### config.mk
export PLATFORM = sky130hd
export DESIGN_NAME = pipe_stage_elastic
export DESIGN_NICKNAME = d
export VERILOG_FILES = /design/src/rtl/pipe_stage_elastic.sv
export SDC_FILE = /design/constraint.sdc
export NUM_CORES = 1
export LEC_CHECK = 0
export BUFFER_PORTS_ARGS = -buffer_cell sky130_fd_sc_hd__clkbuf_2
export CORE_ASPECT_RATIO = 1.1
export CORE_MARGIN = 4
export CORE_UTILIZATION = 53
export DETAILED_ROUTE_END_ITERATION = 10
export PLACE_DENSITY = 0.8
export SKIP_LAST_GASP = 1
export SYNTH_ARGS = -nofsm -noshare
export SYNTH_HDL_FRONTEND = slang
export SYNTH_SLANG_ARGS = --single-unit
### constraint.sdc
create_clock -name clk -period 2.4 [get_ports clk]
set_input_delay 0.12 -clock clk [delete_from_list [all_inputs] [get_ports clk]]
set_output_delay 0.12 -clock clk [all_outputs]
set_load 0.03 [all_outputs]
### src/rtl/pipe_stage_elastic.sv
// pipe_stage_elastic
//
// Elastic pipeline stage register used between the WISC pipeline stages
// (ID/EX, EX/MEM, MEM/WB). Each entry carries a control bundle, NUM_OPS
// operand channels, a destination register index, the PC and a HALT flag.
//
// Storage is a two-entry skid arrangement. MAIN drives every out_* port and
// SKID holds one extra entry, so in_ready can be computed from registered
// state alone with no combinational path from out_ready.
//
// Ports
//   clk, rst          stage clock; synchronous active-high reset
//   in_valid/in_ready upstream handshake (acc = in_valid & in_ready)
//   in_ctrl, in_ops,  incoming entry payload; operand channel k sits at
//   in_rd, in_pc,     in_ops[k*DATA_W +: DATA_W]
//   in_halt
//   stall             hazard freeze: nothing accepted, nothing popped
//   flush             hazard squash: every held entry is discarded
//   out_valid/ready   downstream handshake on the MAIN entry
//   out_ctrl, out_ops,head entry payload; out_rd keeps the last valid dest
//   out_rd, out_pc,   while out_valid is low
//   out_halt
//   halted            sticky, set once a HALT entry has left the stage
//   occupancy         number of entries held (0..2)

module pipe_stage_elastic #(
  parameter int CTRL_W  = 24,
  parameter int DATA_W  = 16,
  parameter int NUM_OPS = 3,
  parameter int RD_W    = 4,
  parameter int PC_W    = 16
) (
  input  logic                      clk,
  input  logic                      rst,
  input  logic                      in_valid,
  output logic                      in_ready,
  input  logic [CTRL_W-1:0]         in_ctrl,
  input  logic [NUM_OPS*DATA_W-1:0] in_ops,
  input  logic [RD_W-1:0]           in_rd,
  input  logic [PC_W-1:0]           in_pc,
  input  logic                      in_halt,
  input  logic                      stall,
  input  logic                      flush,
  output logic                      out_valid,
  input  logic                      out_ready,
  output logic [CTRL_W-1:0]         out_ctrl,
  output logic [NUM_OPS*DATA_W-1:0] out_ops,
  output logic [RD_W-1:0]           out_rd,
  output logic [PC_W-1:0]           out_pc,
  output logic                      out_halt,
  output logic                      halted,
  output logic [1:0]                occupancy
);

  localparam int OPS_W   = NUM_OPS * DATA_W;
  localparam int ENTRY_W = CTRL_W + OPS_W + RD_W + PC_W + 1;

  // The state encoding doubles as the occupancy count.
  typedef enum logic [1:0] {
    EMPTY = 2'd0,
    ONE   = 2'd1,
    TWO   = 2'd2
  } state_e;

  state_e               state_q, state_d;
  logic [ENTRY_W-1:0]   main_q, main_d;
  logic [ENTRY_W-1:0]   skid_q, skid_d;
  logic                 halted_q, halted_d;
  logic [ENTRY_W-1:0]   in_entry;
  logic                 acc;
  logic                 pop;

  assign in_entry = {in_ctrl, in_ops, in_rd, in_pc, in_halt};
  assign {out_ctrl, out_ops, out_rd, out_pc, out_halt} = main_q;

  assign out_valid = (state_q != EMPTY);
  assign occupancy = state_q;
  assign halted    = halted_q;

  // Ready depends only on registered state and hazard inputs. It is also
  // held low during reset, since anything offered then is thrown away.
  assign in_ready = ~rst & (state_q != TWO) & ~stall & ~flush & ~halted_q;

  assign acc = in_valid & in_ready;
  assign pop = out_valid & out_ready & ~stall;

  // Next-state and payload selection. Flush beats a HALT leaving the stage,
  // which beats ordinary movement; stall needs no branch of its own because
  // it already forces acc and pop low. Payload registers only ever load from
  // an accepted entry or from SKID, so bubbles never disturb out_rd.
  always_comb begin
    state_d  = state_q;
    main_d   = main_q;
    skid_d   = skid_q;
    halted_d = halted_q;

    if (flush) begin
      state_d = EMPTY;
    end else if (pop && out_halt) begin
      // Anything behind the HALT (SKID or a same-cycle accept) is dropped.
      halted_d = 1'b1;
      state_d  = EMPTY;
    end else begin
      unique case (state_q)
        EMPTY: begin
          if (acc) begin
            state_d = ONE;
            main_d  = in_entry;
          end
        end
        ONE: begin
          if (acc && !pop) begin
            state_d = TWO;
            skid_d  = in_entry;
          end else if (acc && pop) begin
            main_d  = in_entry;
          end else if (pop) begin
            state_d = EMPTY;
          end
        end
        TWO: begin
          if (pop) begin
            state_d = ONE;
            main_d  = skid_q;
          end
        end
        default: begin
          state_d = EMPTY;
        end
      endcase
    end
  end

  // State and payload registers with synchronous reset.
  always_ff @(posedge clk) begin
    if (rst) begin
      state_q  <= EMPTY;
      main_q   <= '0;
      skid_q   <= '0;
      halted_q <= 1'b0;
    end else begin
      state_q  <= state_d;
      main_q   <= main_d;
      skid_q   <= skid_d;
      halted_q <= halted_d;
    end
  end

endmodule

==> results.py <==
metrics = {
    "setup_path": {
        "start_kind": "register",
        "timing.critical_path.to_type": "register",
        "crit_required_ns": 2.69,
        "timing_worst_setup_path_type": "reg -> reg",
        "arrival_ns": 2.46,
        "timing.critical_path.cells": "or3b_2, a2111oi_4, or2_4, buf_4, a21oi_1",
        "crit_path_top_delay_cell": "sky130_fd_sc_hd__or3b_2",
        "crit_path_max_incr_delay_ns": 0.54,
        "worst_reg_to_reg_setup_slack_ns": 0.22,
        "worstPathMaxFanout": 32,
    },
    "sta": {
        "totalNegativeSetupSlack_ns": 0,
        "rsz0062_at_grt": "false",
        "hold_slack_ns": 0.0283,
        "period_share_pct": 90.7,
        "report.final.hold_viol_count": 0,
        "finClkSkew_ns": 0.0125,
        "timing_worst_slew_pin_value_ns": 0.845,
        "layout_min_cycle_time_ns": 2.18,
        "finalMaxSlewViolations": 0,
        "setup_viol": 0,
        "worst_slew_margin_rel_pct": 43.6,
        "max_freq_mhz": 460,
    },
    "power_and_ir_drop": {
        "power.density_cell_area_nw_per_um2": 658,
        "cellLeakagePower_nw": 4.98,
        "final_total_pwr_mw": 6.72,
        "worst_ir_drop_vdd_mv": 0.519,
    },
    "global_route": {
        "groute.layer.met3.usage_pct": 5.86,
        "global_route.usage.met1_pct": 35.4,
        "grt_overflow": 0,
        "maximum_number_of_pins_on_one_net_before_global_route_repair": 74,
        "grtUsageMet2_pct": 45.4,
        "antenna_found_initial": 0,
        "via_count_of_the_first_global_routing_pass": 7220,
        "grt_busiest_layer": "met2",
        "groute.usage.overall_pct": 28.0,
        "wire_length_of_the_first_global_routing_pass_microns": 36700,
    },
    "job": {
        "drv_cap": 0,
    },
    "synthesis": {
        "postSynthNetCount": 954,
        "synth_top_family_by_area": "compound AO/OA/AOI/OAI gates",
        "synth_cells": 855,
        "synth_edf_count": 0,
        "synth_seq_area_share_pct": 49.8,
        "post-synth-top-count-cell": "sky130_fd_sc_hd__dfxtp_1",
        "ys_ff_latch": 189,
        "most_used_standard_cells_in_the_synthesized_netlist": "189 x sky130_fd_sc_hd__dfxtp_1, 188 x sky130_fd_sc_hd__a21oi_1, 188 x sky130_fd_sc_hd__nand2_1, 93 x sky130_fd_sc_hd__mux2i_1, 93 x sky130_fd_sc_hd__o31ai_1",
        "synth-main-ff-cell": "sky130_fd_sc_hd__dfxtp_1",
        "synth.top_cell.area_share_pct": 49.8,
        "synth_compound_area_share_pct": 22.2,
        "post_synth_main_area_contributors": "sky130_fd_sc_hd__dfxtp_1 50%, sky130_fd_sc_hd__a21oi_1 12%, sky130_fd_sc_hd__mux2i_1 12%, sky130_fd_sc_hd__nand2_1 9.3%, sky130_fd_sc_hd__o31ai_1 9.2%",
        "synth_xor_area_share_pct": 0,
        "simple_gate_portion_of_the_synthesized_area_pct": 10.7,
        "synth_cell_type_count": 28,
        "biggest_area_consumer_among_synthesized_cells": "sky130_fd_sc_hd__dfxtp_1",
        "synthMuxAreaShare_pct": 12.2,
        "syn_avg_cell_area_sq_um": 8.89,
        "synth-warning-count": 0,
        "cell_area_synth_sq_um": 7600,
        "synth_fa_ha_area_share_pct": 0,
        "share_of_synthesized_registers_carrying_an_async_set_or_reset_pct": 0,
    },
    "clock_tree": {
        "cts-resized-gates": 0,
        "ctsHoldBuffers": 93,
        "sinks_on_the_clock_net": 189,
        "tritoncts_clock_tree": "yes",
        "clk_pin_slew_ns": 0.06,
        "clock_tree.buffer_depth": 2,
        "worstSkewPairLatency_ns": 0.42,
        "numCtsBuffers": 17,
        "cts.htree.levels": 4,
        "postCtsSetupRepairBufs": 0,
        "cts_root_buf": "sky130_fd_sc_hd__clkbuf_16",
    },
    "final_layout": {
        "final_nets": 1200,
        "final_util_pct": 73.3,
        "share_of_layout_cells_above_drive_strength_1_pct": 22.8,
        "area_delta_synth_final_pct": 34.2,
        "final-instance-count-excl-fill": 1301,
        "antenna-diode-count": 0,
    },
    "place": {
        "port_buffer_count": 196,
        "finalWeightedCongestion": 0.797,
        "dp_cells": 1177,
        "place.detailed.hpwl_microns": 12600,
    },
    "detailed_routing": {
        "wire_length_per_cell_microns": 17.8,
        "drtPass1Iterations": 7,
        "finalWirelength_microns": 23100,
        "drt-vias-per-instance": 5.68,
        "detail_route.drc_violations": 0,
        "detail-route-antenna-nets": 0,
        "dr.first_iter.drc_count": 784,
        "route.vias.total": 7386,
    },
    "floorplan": {
        "fp.dieArea_sq_um": 16300,
        "placement_rows": 45,
        "fp.dieH_microns": 134,
        "core_area_sq_um": 13900,
        "initial_utilization_pct": 54.7,
        "io_pins": 197,
        "die_w_microns": 122,
    },
    "status": {
        "run_status": "finished, final reports clean",
    },
    "hold_path": {
        "worstHoldPathType": "in -> reg",
    },
}
-- cells by family (layout without fill, tap and decap cells) --
logic type	after synthesis	after routing
flops	189	189
mux	93	93
buf+inv	83	341
simple gates	205	205
compound gates	285	285
-- sequential cells by signal, indices dropped and copies added, names as in the netlist --
name	cells
skid_q	93
main_q	93
occupancy	2
halted	1
-- final timing paths --
| kind | startpoint | end | cells after the start |
|---|---|---|---|
| setup reg to reg | main_q[0]$_SDFFE_PP0P_ | main_q[39]$_SDFFE_PP0P_ | 5 |
| hold reg to reg | skid_q[91]$_SDFFE_PP0P_ | skid_q[91]$_SDFFE_PP0P_ | 2 |
| hold / removal | in_valid | occupancy[1]$_SDFFE_PP0P_ | 3 |
| setup / recovery | main_q[0]$_SDFFE_PP0P_ | main_q[39]$_SDFFE_PP0P_ | 5 |
-- through the flow --
| stage | area [sq um] | setup slack [ns] |
|---|---|---|
| final | 10200 | 0.224 |
| after global routing | 10200 | 0.113 |
| after CTS | 10200 | 0.243 |
| after detailed placement | 8680 | 0.251 |
| after global placement | 8680 | 0.293 |
| after floorplan | 7610 | 0.219 |
-- worst max-delay path: cells and delay by family, from the launching register on --
kind | cells | cell delay (ns)
compound gates | 2 | 0.60
buf+inv | 1 | 0.34
flops | 1 | 0.33
simple gates | 2 | 0.76
-- area by class of cell --
class | instances | area, sq um
sequential | 189 | 3780
fill | 1000 | 3710
multi-input combinational | 583 | 3460
timing repair buffer | 309 | 2130
clock buffer | 21 | 450
tap | 188 | 235
clock inverter | 10 | 140
inverter | 1 | 3.75
-- where the power goes --
part / switching [mW] / leakage [nW] / internal (mW)
combinational: 0.368 / 3.16 / 0.281
clock: 1.17 / 0.291 / 1.67
sequential: 0.0384 / 1.53 / 3.19
-- layout by cell type (no fill, tap or decap), types with 2 or more instances in the layout --
| cell | instances |
|---|---|
| sky130_fd_sc_hd__dlygate4sd3_1 | 93 |
| sky130_fd_sc_hd__clkbuf_1 | 3 |
| sky130_fd_sc_hd__o31ai_1 | 93 |
| sky130_fd_sc_hd__buf_12 | 5 |
| sky130_fd_sc_hd__nand2_1 | 188 |
| sky130_fd_sc_hd__nor2_1 | 2 |
| sky130_fd_sc_hd__clkinv_2 | 3 |
| sky130_fd_sc_hd__clkbuf_2 | 195 |
| sky130_fd_sc_hd__mux2i_1 | 93 |
| sky130_fd_sc_hd__dfxtp_1 | 189 |
| sky130_fd_sc_hd__buf_4 | 16 |
| sky130_fd_sc_hd__clkinv_4 | 3 |
| sky130_fd_sc_hd__a21oi_1 | 188 |
| sky130_fd_sc_hd__nor3_2 | 2 |
| sky130_fd_sc_hd__clkbuf_16 | 17 |
| sky130_fd_sc_hd__bufinv_16 | 3 |
-- metal layers --
metal  part of all wire, %  vias to the layer above  wire length [microns]
met5                     0                        -                      0
met4                   3.5                        0                    807
met3                   6.4                       68                   1480
met2                    50                      323                  11500
met1                    40                     3491                   9350
li1                      -                     3504                      -
(Power assumes the default switching activity.)
